===== src/rtl/cache_mem_arbiter.sv =====
// cache_mem_arbiter
// Shares the single physical-memory port between the ICache and DCache miss
// paths. The winning request is latched in IDLE and replayed unchanged on the
// memory port until mem_resp, which is then routed to the winner.
// Optional build macro: ARB_DCACHE_PRIORITY_EN (DCache wins every tie instead
// of alternating round-robin).
module cache_mem_arbiter #(
  parameter int ADDR_W = 16,
  parameter int LINE_W = 128
) (
  input  logic              clk,
  input  logic              rst_n,
  input  logic [ADDR_W-1:0] i_pmem_address,
  input  logic              i_pmem_read,
  output logic [LINE_W-1:0] i_pmem_rdata,
  output logic              i_pmem_resp,
  input  logic [ADDR_W-1:0] d_pmem_address,
  input  logic              d_pmem_read,
  input  logic              d_pmem_write,
  input  logic [LINE_W-1:0] d_pmem_wdata,
  output logic [LINE_W-1:0] d_pmem_rdata,
  output logic              d_pmem_resp,
  output logic [ADDR_W-1:0] mem_address,
  output logic              mem_read,
  output logic              mem_write,
  output logic [LINE_W-1:0] mem_wdata,
  input  logic [LINE_W-1:0] mem_rdata,
  input  logic              mem_resp
);

  typedef enum logic [1:0] {
    IDLE    = 2'd0,
    SERVE_I = 2'd1,
    SERVE_D = 2'd2
  } state_t;

  state_t            state;
  logic              last_grant_d;
  logic [ADDR_W-1:0] lat_addr;
  logic [LINE_W-1:0] lat_wdata;
  logic              lat_read;
  logic              lat_write;

  logic              i_req;
  logic              d_req;
  logic              grant_i;
  logic              grant_d;

  // Pick the requester that would be granted if the arbiter is idle now
  always_comb begin
    i_req   = i_pmem_read;
    d_req   = d_pmem_read | d_pmem_write;
    grant_i = 1'b0;
    grant_d = 1'b0;
    if (i_req && d_req) begin
`ifdef ARB_DCACHE_PRIORITY_EN
      grant_d = 1'b1;
`else
      grant_i = last_grant_d;
      grant_d = ~last_grant_d;
`endif
    end else begin
      grant_i = i_req;
      grant_d = d_req;
    end
  end

  // Arbitration FSM: latch the winning command, hold it until mem_resp
  always_ff @(posedge clk or negedge rst_n) begin
    if (!rst_n) begin
      state        <= IDLE;
      last_grant_d <= 1'b1;
      lat_addr     <= '0;
      lat_wdata    <= '0;
      lat_read     <= 1'b0;
      lat_write    <= 1'b0;
    end else begin
      case (state)
        IDLE: begin
          if (grant_i) begin
            state        <= SERVE_I;
            last_grant_d <= 1'b0;
            lat_addr     <= i_pmem_address;
            lat_wdata    <= '0;
            lat_read     <= 1'b1;
            lat_write    <= 1'b0;
          end else if (grant_d) begin
            state        <= SERVE_D;
            last_grant_d <= 1'b1;
            lat_addr     <= d_pmem_address;
            lat_wdata    <= d_pmem_wdata;
            lat_read     <= d_pmem_read & ~d_pmem_write;
            lat_write    <= d_pmem_write;
          end
        end
        SERVE_I, SERVE_D: begin
          if (mem_resp) begin
            state     <= IDLE;
            lat_read  <= 1'b0;
            lat_write <= 1'b0;
          end
        end
        default: begin
          state     <= IDLE;
          lat_read  <= 1'b0;
          lat_write <= 1'b0;
        end
      endcase
    end
  end

  assign mem_address  = lat_addr;
  assign mem_wdata    = lat_wdata;
  assign mem_read     = lat_read;
  assign mem_write    = lat_write;

  assign i_pmem_resp  = (state == SERVE_I) & mem_resp;
  assign d_pmem_resp  = (state == SERVE_D) & mem_resp;
  assign i_pmem_rdata = mem_rdata;
  assign d_pmem_rdata = mem_rdata;

endmodule


===== config.mk =====
export PLATFORM = sky130hd
export DESIGN_NAME = cache_mem_arbiter
export DESIGN_NICKNAME = d
export VERILOG_FILES = /design/src/rtl/cache_mem_arbiter.sv
export SDC_FILE = /design/constraint.sdc
export NUM_CORES = 1
export LEC_CHECK = 0
export ABC_AREA = 0
export BUFFER_PORTS_ARGS = -buffer_cell sky130_fd_sc_hd__buf_2
export CAP_MARGIN = 30
export CORE_AREA = 5 5 266 268
export CTS_BUF_LIST = sky130_fd_sc_hd__clkbuf_16
export DETAILED_ROUTE_END_ITERATION = 10
export DIE_AREA = 0 0 271 273
export SYNTH_ARGS = -nofsm -noshare
export SYNTH_HDL_FRONTEND = slang
export SYNTH_SLANG_ARGS = --single-unit
export TNS_END_PERCENT = 5

===== constraint.sdc =====
create_clock -name clk -period 1.4 [get_ports clk]
set_input_delay 0.14 -clock clk [delete_from_list [all_inputs] [get_ports clk]]
set_output_delay 0.14 -clock clk [all_outputs]
set_load 0.05 [all_outputs]

Yosys cells after proc, flatten, opt, wreduce, memory -nomap -nowiden:

Cells that the tools add are included.

* logic and storage cells: 41
* flip-flop bits (word level): 149
* output and inout port bits: 404

* bitwise gates (word level): 6
* equal/unequal tests: 4
* mux-type cells: 19
* reduce and logical (&&, ||, !) cells: 6

Operators by type and width (count)
* $mux W128: 2
* $mux W16: 2
* $mux W1: 9
* $mux W2: 3
* $pmux W1 S2: 2
* $pmux W2 S2: 1
* $reduce_and A2 Y1: 2
* $and A1 B1 Y1: 3
* $ne A3 B3 Y1 const B: 1
* $eq A2 B1 Y1 const B: 1
* $eq A2 B2 Y1 const B: 1
* $logic_not A2 Y1: 1
* $ne A2 B2 Y1 const B: 1
* $not A1 Y1: 2
* $reduce_bool A2 Y1: 1
* $reduce_or A2 Y1: 1
* $logic_and A1 B1 Y1: 1
* $or A1 B1 Y1: 1

Longest topological paths before layout:

Gate-level depths: netlist of the first run.

* word-level depth: 6
* depth in mapped cells: 7
* gate-level depth less buffers: 5

Least setup slack after synthesis of the first run:

No wires, ideal clock.

* path type: reg-to-reg
* start point: register state[0]
* end point: register lat_addr[10] (netlist: mem_address[10])
* required time: 1.333 ns
* setup time: 0.067 ns
* path buffers: 2
* stages on the path, launching flop included: 8
* slack: -0.143 ns
* data arrival time: 1.476 ns
* cell sequence: dfrtp_1 > inv_1 > ha_1 > o21ai_0 > a21oi_1 > buf_2 > buf_1 > a221o_1

* word-level cells in the longest chain between the ends: 2

Ends and longest elaborated chain
* from (decl): line 37 `state_t state;`
* from (signal assigned): line 71 `state <= IDLE;`
* from (signal assigned): line 81 `state <= SERVE_I;`
* from (signal assigned): line 88 `state <= SERVE_D;`
* $logic_not A2 Y1: line 78 `case (state)`
* $reduce_and A2 Y1 (no line)
* to (signal assigned): line 83 `lat_addr <= i_pmem_address;`
* to (signal assigned): line 90 `lat_addr <= d_pmem_address;`
* to (decl): line 39 `logic [ADDR_W-1:0] lat_addr;`

Every way passes these cells.
A chain may end at the register's enable or synchronous reset.

Final worst setup path of the first run:

* start point: register state[1]
* end point: register lat_wdata[74] (netlist: mem_wdata[74])

* word-level cells in the longest chain between the ends: 2

Ends and longest elaborated chain
* $logic_not A2 Y1: line 78
* $reduce_and A2 Y1 (no line)
* to (signal assigned): line 91 `lat_wdata <= d_pmem_wdata;`
* to (decl): line 40 `logic [LINE_W-1:0] lat_wdata;`

Every way passes these cells.

==> reports/qor.csv, run 1 <==
metric,value,unit
p_int,13.6,mW
fp.coreArea,0.0681,mm²
worstHoldStart,i_pmem_address[5],
layout_min_cycle_time,1.62,ns
min_to,mem_address[5],
cts.sinks,149,
num_rows,96,
p_per_area,2480,mW/mm²
rr_endpoint,mem_wdata[74],
cts_buffer_depth,2,
syn_inst,626,
track_usage,0.0818,
r2r-start,state[1],
post-route-util,0.161,
synth-edff-count,0,
worstSetupPathType,flop to flop,
synth_area,0.00742,mm²
violations,negative setup slack,
synthFlopType,dfrtp_1,
synth_cell_types,22,
slew_violations,0,
h-tree-depth,4,
r2r_slack,-0.22,ns
via_count,5839,
holdWs,0.0629,ns
cp_max_fo,19,
dp_hpwl,22900,µm
path_delay_family,buffers and inverters,
fmax,618,MHz
worst-slew-pin-transition,0.354,ns
clockRootBuffer,clkbuf_16,
timing.final.crit_share,1.16,
syn_area_per_cell,11.9,µm²
yosysWarningCount,0,
seqPwrFrac,0.261,
grt_overflow,0,
port_buffers,313,
route.detailed.drc,0,
grt_max_degree,65,
worstPathRequired,1.79,ns
hold_viol_final,0,
p_sw_frac,0.497,
drt_iter0_drc,216,
rsz0062_at_grt,yes,
hold_depth,3,
maxCapViolCount,0,
fin_nets,1162,
detail-route-antenna-nets,0,
synth.yosys.seq_area_share,0.503,
switchingPower,13.5,mW
ir_worst_vdd,0.00114,V
die_area,0.0740,mm²
arrival,2.01,ns
wire_per_inst,18.6,µm
async_flop_share,1.00,
ys_seq_elements,149,
routabilityCongestion,0.834,
synth_nets,923,
area_growth,47.4,%
ioPinCount,698,
grt_pass1_vias,6336,
hold_path.class,input port to flop,
antenna_found_initial,18,
comb_power_share,0.558,
setup_violations,145,
crit_slowest_cell,dfrtp_1,
wl,32800,µm
r2r.worst_path.cells,7,
startpoint_type,flop,
routed_via_density,3.30,
dr.pass1.iters,4,
fillers,7412,
max_stage_delay,0.41,ns
clock_skew,0.0130,ns
dieWidth,271,µm
setup_ws,-0.217,ns
outcome,"complete, but fails checks",
cp_num_buf_inv,3,
total_power,27.1,mW
drive_gt1_frac,0.467,
power.leakage,5.23,nW
cp_cell_sequence,"inv_2, ha_4, o21ai_2, a21oi_4, buf_12, clkbuf_16, a22o_1",
p_clk_frac,0.181,
dpl-instance-area,0.00846,mm²
pre_cts_ws,-0.222,ns
clkLatencyLatePin,0.48,ns
die_height,273,µm
design_area,0.0109,mm²
worstSetupEndpointType,flop,
grt_pass1_wl,43600,µm
cts_buffers,17,
slew_headroom,0.764,
start_util,0.109,
tritoncts,built,
path_clk_slew,0.07,ns
final cells by class:
class                           count  area, µm²  share of cell area
Antenna cell                        7       17.5             0.00160
Clock buffer                       17        425              0.0389
Clock inverter                     15        169              0.0154
Inverter                            4       15.0             0.00137
Multi-Input combinational cell    181       1680               0.154
Sequential cell                   149       3730               0.341
Tap cell                          882       1100               0.101
Timing Repair Buffer              512       3800               0.347
worst register-to-register path, cell delays in order (launching register included):
cell and delay [ns]:
dfrtp_1 0.41, inv_2 0.10, ha_4 0.16, o21ai_2 0.07, a21oi_4 0.23, buf_12 0.20
clkbuf_16 0.22, a22o_1 0.14
power by group through the flow:
| stage | combinational [mW] | sequential (mW) | clock, mW |
|---|---|---|---|
| 2_1_floorplan | 5.42 | 13.0 | 0 |
| 3_3_place_gp | 13.4 | 7.04 | 0 |
| 3_5_place_dp | 13.7 | 7.08 | 0 |
| 4_1_cts | 14.2 | 7.03 | 5.23 |
| 5_1_grt | 15.8 | 7.28 | 5.37 |
| 6_report | 15.1 | 7.07 | 4.90 |
sequential cells by signal (all words and copies together) (netlist names):
register	flops
last_grant_d	1
mem_write	1
mem_read	1
mem_wdata	128
state	2
mem_address	16
worst max path at each step:
stage,start,end,slack [ns],cells after the start
5_1_grt,state[1],mem_wdata[20],-0.29,7
4_1_cts,state[1],i_pmem_resp,-0.25,5
3_3_place_gp,state[1],mem_address[11],-0.19,7
3_5_place_dp,state[1],mem_wdata[77],-0.22,7
6_report,state[1],mem_wdata[74],-0.22,7
2_1_floorplan,state[1],mem_wdata[0],-0.1,7
cells in the mapped netlist (2+ instances only):
library cell  number  area, µm²
buf_4            262       1970
dfrtp_1          148       3700
a22o_1           130       1140
a221o_1           16        160
and4_1            16        140
clkbuf_1          13       48.8
buf_2             12       60.1
buf_1              5       18.8
inv_1              4       15.0
a21oi_1            3       15.0
ha_1               3       37.5
and2_1             2       12.5
nand2b_1           2       12.5
o21ai_0            2       10.0
stage by stage:
| step | setup TNS (ns) | std cells |
|---|---|---|
| global route | -33.05 | 1762 |
| floorplan | -7.20 | 626 |
| global placement | -19.66 | 1568 |
| finish | -23.68 | 1767 |
| CTS | -25.25 | 1751 |
| detailed placement | -23.50 | 1568 |
per-layer routing:
| layer | up-vias | wire length, µm | global-route usage | share of wire |
|---|---|---|---|---|
| met5 | - | 97 | 0 | 0.0030 |
| met4 | 16 | 2230 | 0.0634 | 0.068 |
| met3 | 158 | 4130 | 0.0486 | 0.13 |
| met2 | 486 | 14600 | 0.126 | 0.44 |
| met1 | 2717 | 11800 | 0.0806 | 0.36 |
| li1 | 2462 | - | - | - |
placed cells by master (no fill, tap or decap), types with 2 or more instances in the layout:
| cell type | n |
|---|---|
| buf_2 | 309 |
| dlygate4sd3_1 | 150 |
| dfrtp_1 | 148 |
| a22o_1 | 130 |
| clkbuf_16 | 24 |
| buf_4 | 21 |
| and4_1 | 16 |
| a221o_1 | 16 |
| buf_12 | 11 |
| buf_6 | 8 |
| diode_2 | 7 |
| inv_6 | 4 |
| ha_4 | 3 |
| clkinv_4 | 3 |
| buf_8 | 3 |
| inv_2 | 2 |
| and2_4 | 2 |
| o21ai_4 | 2 |
| inv_1 | 2 |
| a21oi_1 | 2 |
| bufinv_16 | 2 |
| clkinvlp_4 | 2 |
| clkinv_2 | 2 |
| inv_8 | 2 |
| buf_16 | 2 |
cell families after synthesis:
family | count (synthesis) | share of synthesized area
compound gates | 156 | 0.184
fa+ha+maj | 3 | 0.00506
buf+inv | 296 | 0.284
flops | 149 | 0.503
simple gates | 22 | 0.0239
timing repair:
item | 4_1_cts | 5_1_grt
setup endpoints to repair | 150 | 152
hold buffers | 150 | 0
pin swaps | 0 | 38
gates resized for setup | 21 | 16
endpoints found under the hold margin | 292 | 0
gates cloned | 0 | 7
buffers inserted | 1 | 3
Power figures use the tool's default switching activity.
==> run 2: changes to the inputs <==
Settings changed: ABC_AREA 0 to 1.
==> reports/qor.csv, run 2 <==
metric,value,unit
timing.final.crit_share,1.10,
synthFlopType,dfrtp_1,
multi_input_area,0.00239,mm²
dr.pass1.iters,6,
track_usage,0.0934,
synth.yosys.seq_area_share,0.460,
crit_slowest_cell,dfrtp_1,
ys_seq_elements,149,
maxCapViolCount,0,
design_area,0.0123,mm²
most-common-layout-cells,"buf_2 (309), nand2_1 (281), dlygate4sd3_1 (162)",
synth-edff-count,0,
synth_common_cells,"nand2_1 (285), buf_4 (265), nand3_1 (162)",
power.leakage,6.25,nW
grt_overflow,0,
worstPathRequired,1.76,ns
detail-route-antenna-nets,0,
layout_min_cycle_time,1.55,ns
max_stage_delay,0.36,ns
wl,35400,µm
tns,-8.45,ns
routabilityCongestion,0.796,
total_power,29.8,mW
fp.coreArea,0.0681,mm²
synth_area,0.00811,mm²
die_area,0.0740,mm²
violations,negative setup slack,
hold_path.class,input port to flop,
tritoncts,built,
holdWs,0.0859,ns
yosysWarningCount,0,
slew_headroom,0.698,
cts_buffers,17,
grt_pass1_wl,50200,µm
start_util,0.119,
dieWidth,271,µm
worstSetupEndpointType,flop,
h-tree-depth,4,
post-route-util,0.181,
dp_cells,1893,
dpl-instance-area,0.00918,mm²
instances_no_fill,2114,
startpoint_type,flop,
clkLatencyLatePin,0.48,ns
route.detailed.drc,0,
regArea,0.00373,mm²
cp_max_fo,5,
routed_via_density,3.47,
port_buffers,313,
dp_hpwl,22600,µm
cts.sinks,149,
synth_top_area_frac,0.457,
ir_worst_vdd,0.00127,V
drive_gt1_frac,0.393,
setup_ws,-0.147,ns
path_clk_slew,0.06,ns
fillers,7461,
fin_nets,1515,
setup_violations,137,
largest_reg_flops,128,
p_per_area,2420,mW/mm²
worstSetupPathType,flop to flop,
async_flop_share,1.00,
fmax,646,MHz
syn_inst,944,
via_count,7340,
pre_cts_ws,-0.123,ns
drt_iter0_drc,319,
clock_skew,0.0180,ns
grt_max_degree,34,
slew_violations,0,
grt_pass1_vias,7821,
synth_cell_types,16,
syn_area_per_cell,8.59,µm²
area_growth,51.8,%
outcome,"complete, but fails checks",
synth_most_common_cell,nand2_1,
clockRootBuffer,clkbuf_16,
mostFrequentLayoutCell,buf_2,
num_rows,96,
ioPinCount,698,
cts_buffer_depth,2,
hold_viol_final,0,
ys_top_cells_by_area,"dfrtp_1 (46%), buf_4 (25%), nand2_1 (13%)",
wire_per_inst,16.7,µm
arrival,1.90,ns
synth_top_area_cell,dfrtp_1,
crit_top_cell,buf_4,
rsz0062_at_grt,yes,
die_height,273,µm
antenna_found_initial,6,
cp_cell_sequence,"inv_2, buf_4, ha_4, nand2_8, inv_8, buf_12, buf_4, buf_4, nand3_1, nand3_1",
worst-slew-pin-transition,0.452,ns
synth_nets,1241,
run 2: where the power goes:
group,internal (mW),total [mW],switching [mW]
clock,2.56,4.52,1.97
combinational,5.60,18.0,12.4
sequential,6.22,7.27,1.05
run 2: cell families after synthesis:
logic type | share of synthesized area
AO/OA/AOI/OAI | 0.00447
adder cells (fa/ha/maj) | 0.00463
buffers and inverters | 0.284
flip-flops | 0.460
AND/OR/NAND/NOR | 0.247
run 2: layout make-up:
class                           count  area share
Inverter                           10     0.00366
Sequential cell                   149       0.303
Tap cell                          882      0.0896
Multi-Input combinational cell    477       0.194
Timing Repair Buffer              563       0.365
Antenna cell                        2    0.000406
Clock inverter                     14     0.00986
Clock buffer                       17      0.0345
run 2: worst paths after layout:
kind | from | end | slack (ns) | cells after the start
max | state[1] | mem_address[6] | -0.15 | 10
min | i_pmem_address[3] | mem_address[3] | 0.09 | 3
max reg2reg | state[1] | mem_address[6] | -0.15 | 10
min reg2reg | mem_wdata[63] | mem_wdata[63] | 0.47 | 2
max in group asynchronous | rst_n | last_grant_d | 0.66 | 3
min in group asynchronous | rst_n | mem_wdata[86] | 0.17 | 2
run 2: critical path: cells and delay by family (launching register included):
kind | cells | cell delay (ns)
buffers and inverters | 6 | 0.67
DFF | 1 | 0.36
and+or+nand+nor | 3 | 0.24
adders and majority gates | 1 | 0.17
run 2: timing repair:
| action | CTS | global route |
|---|---|---|
| buffers inserted | 13 | 0 |
| hold buffers | 162 | 0 |
| resized for setup | 89 | 21 |
| setup endpoints to repair | 150 | 151 |
| endpoints found under the hold margin | 295 | 0 |
| cloned | 14 | 1 |
| pin swaps | 21 | 0 |
run 2: per-layer routing:
layer	part of all wire	global-route usage
met2	0.44	0.140
met1	0.38	0.0973
met4	0.080	0.0787
met3	0.11	0.0471
met5	0.0022	0.00526
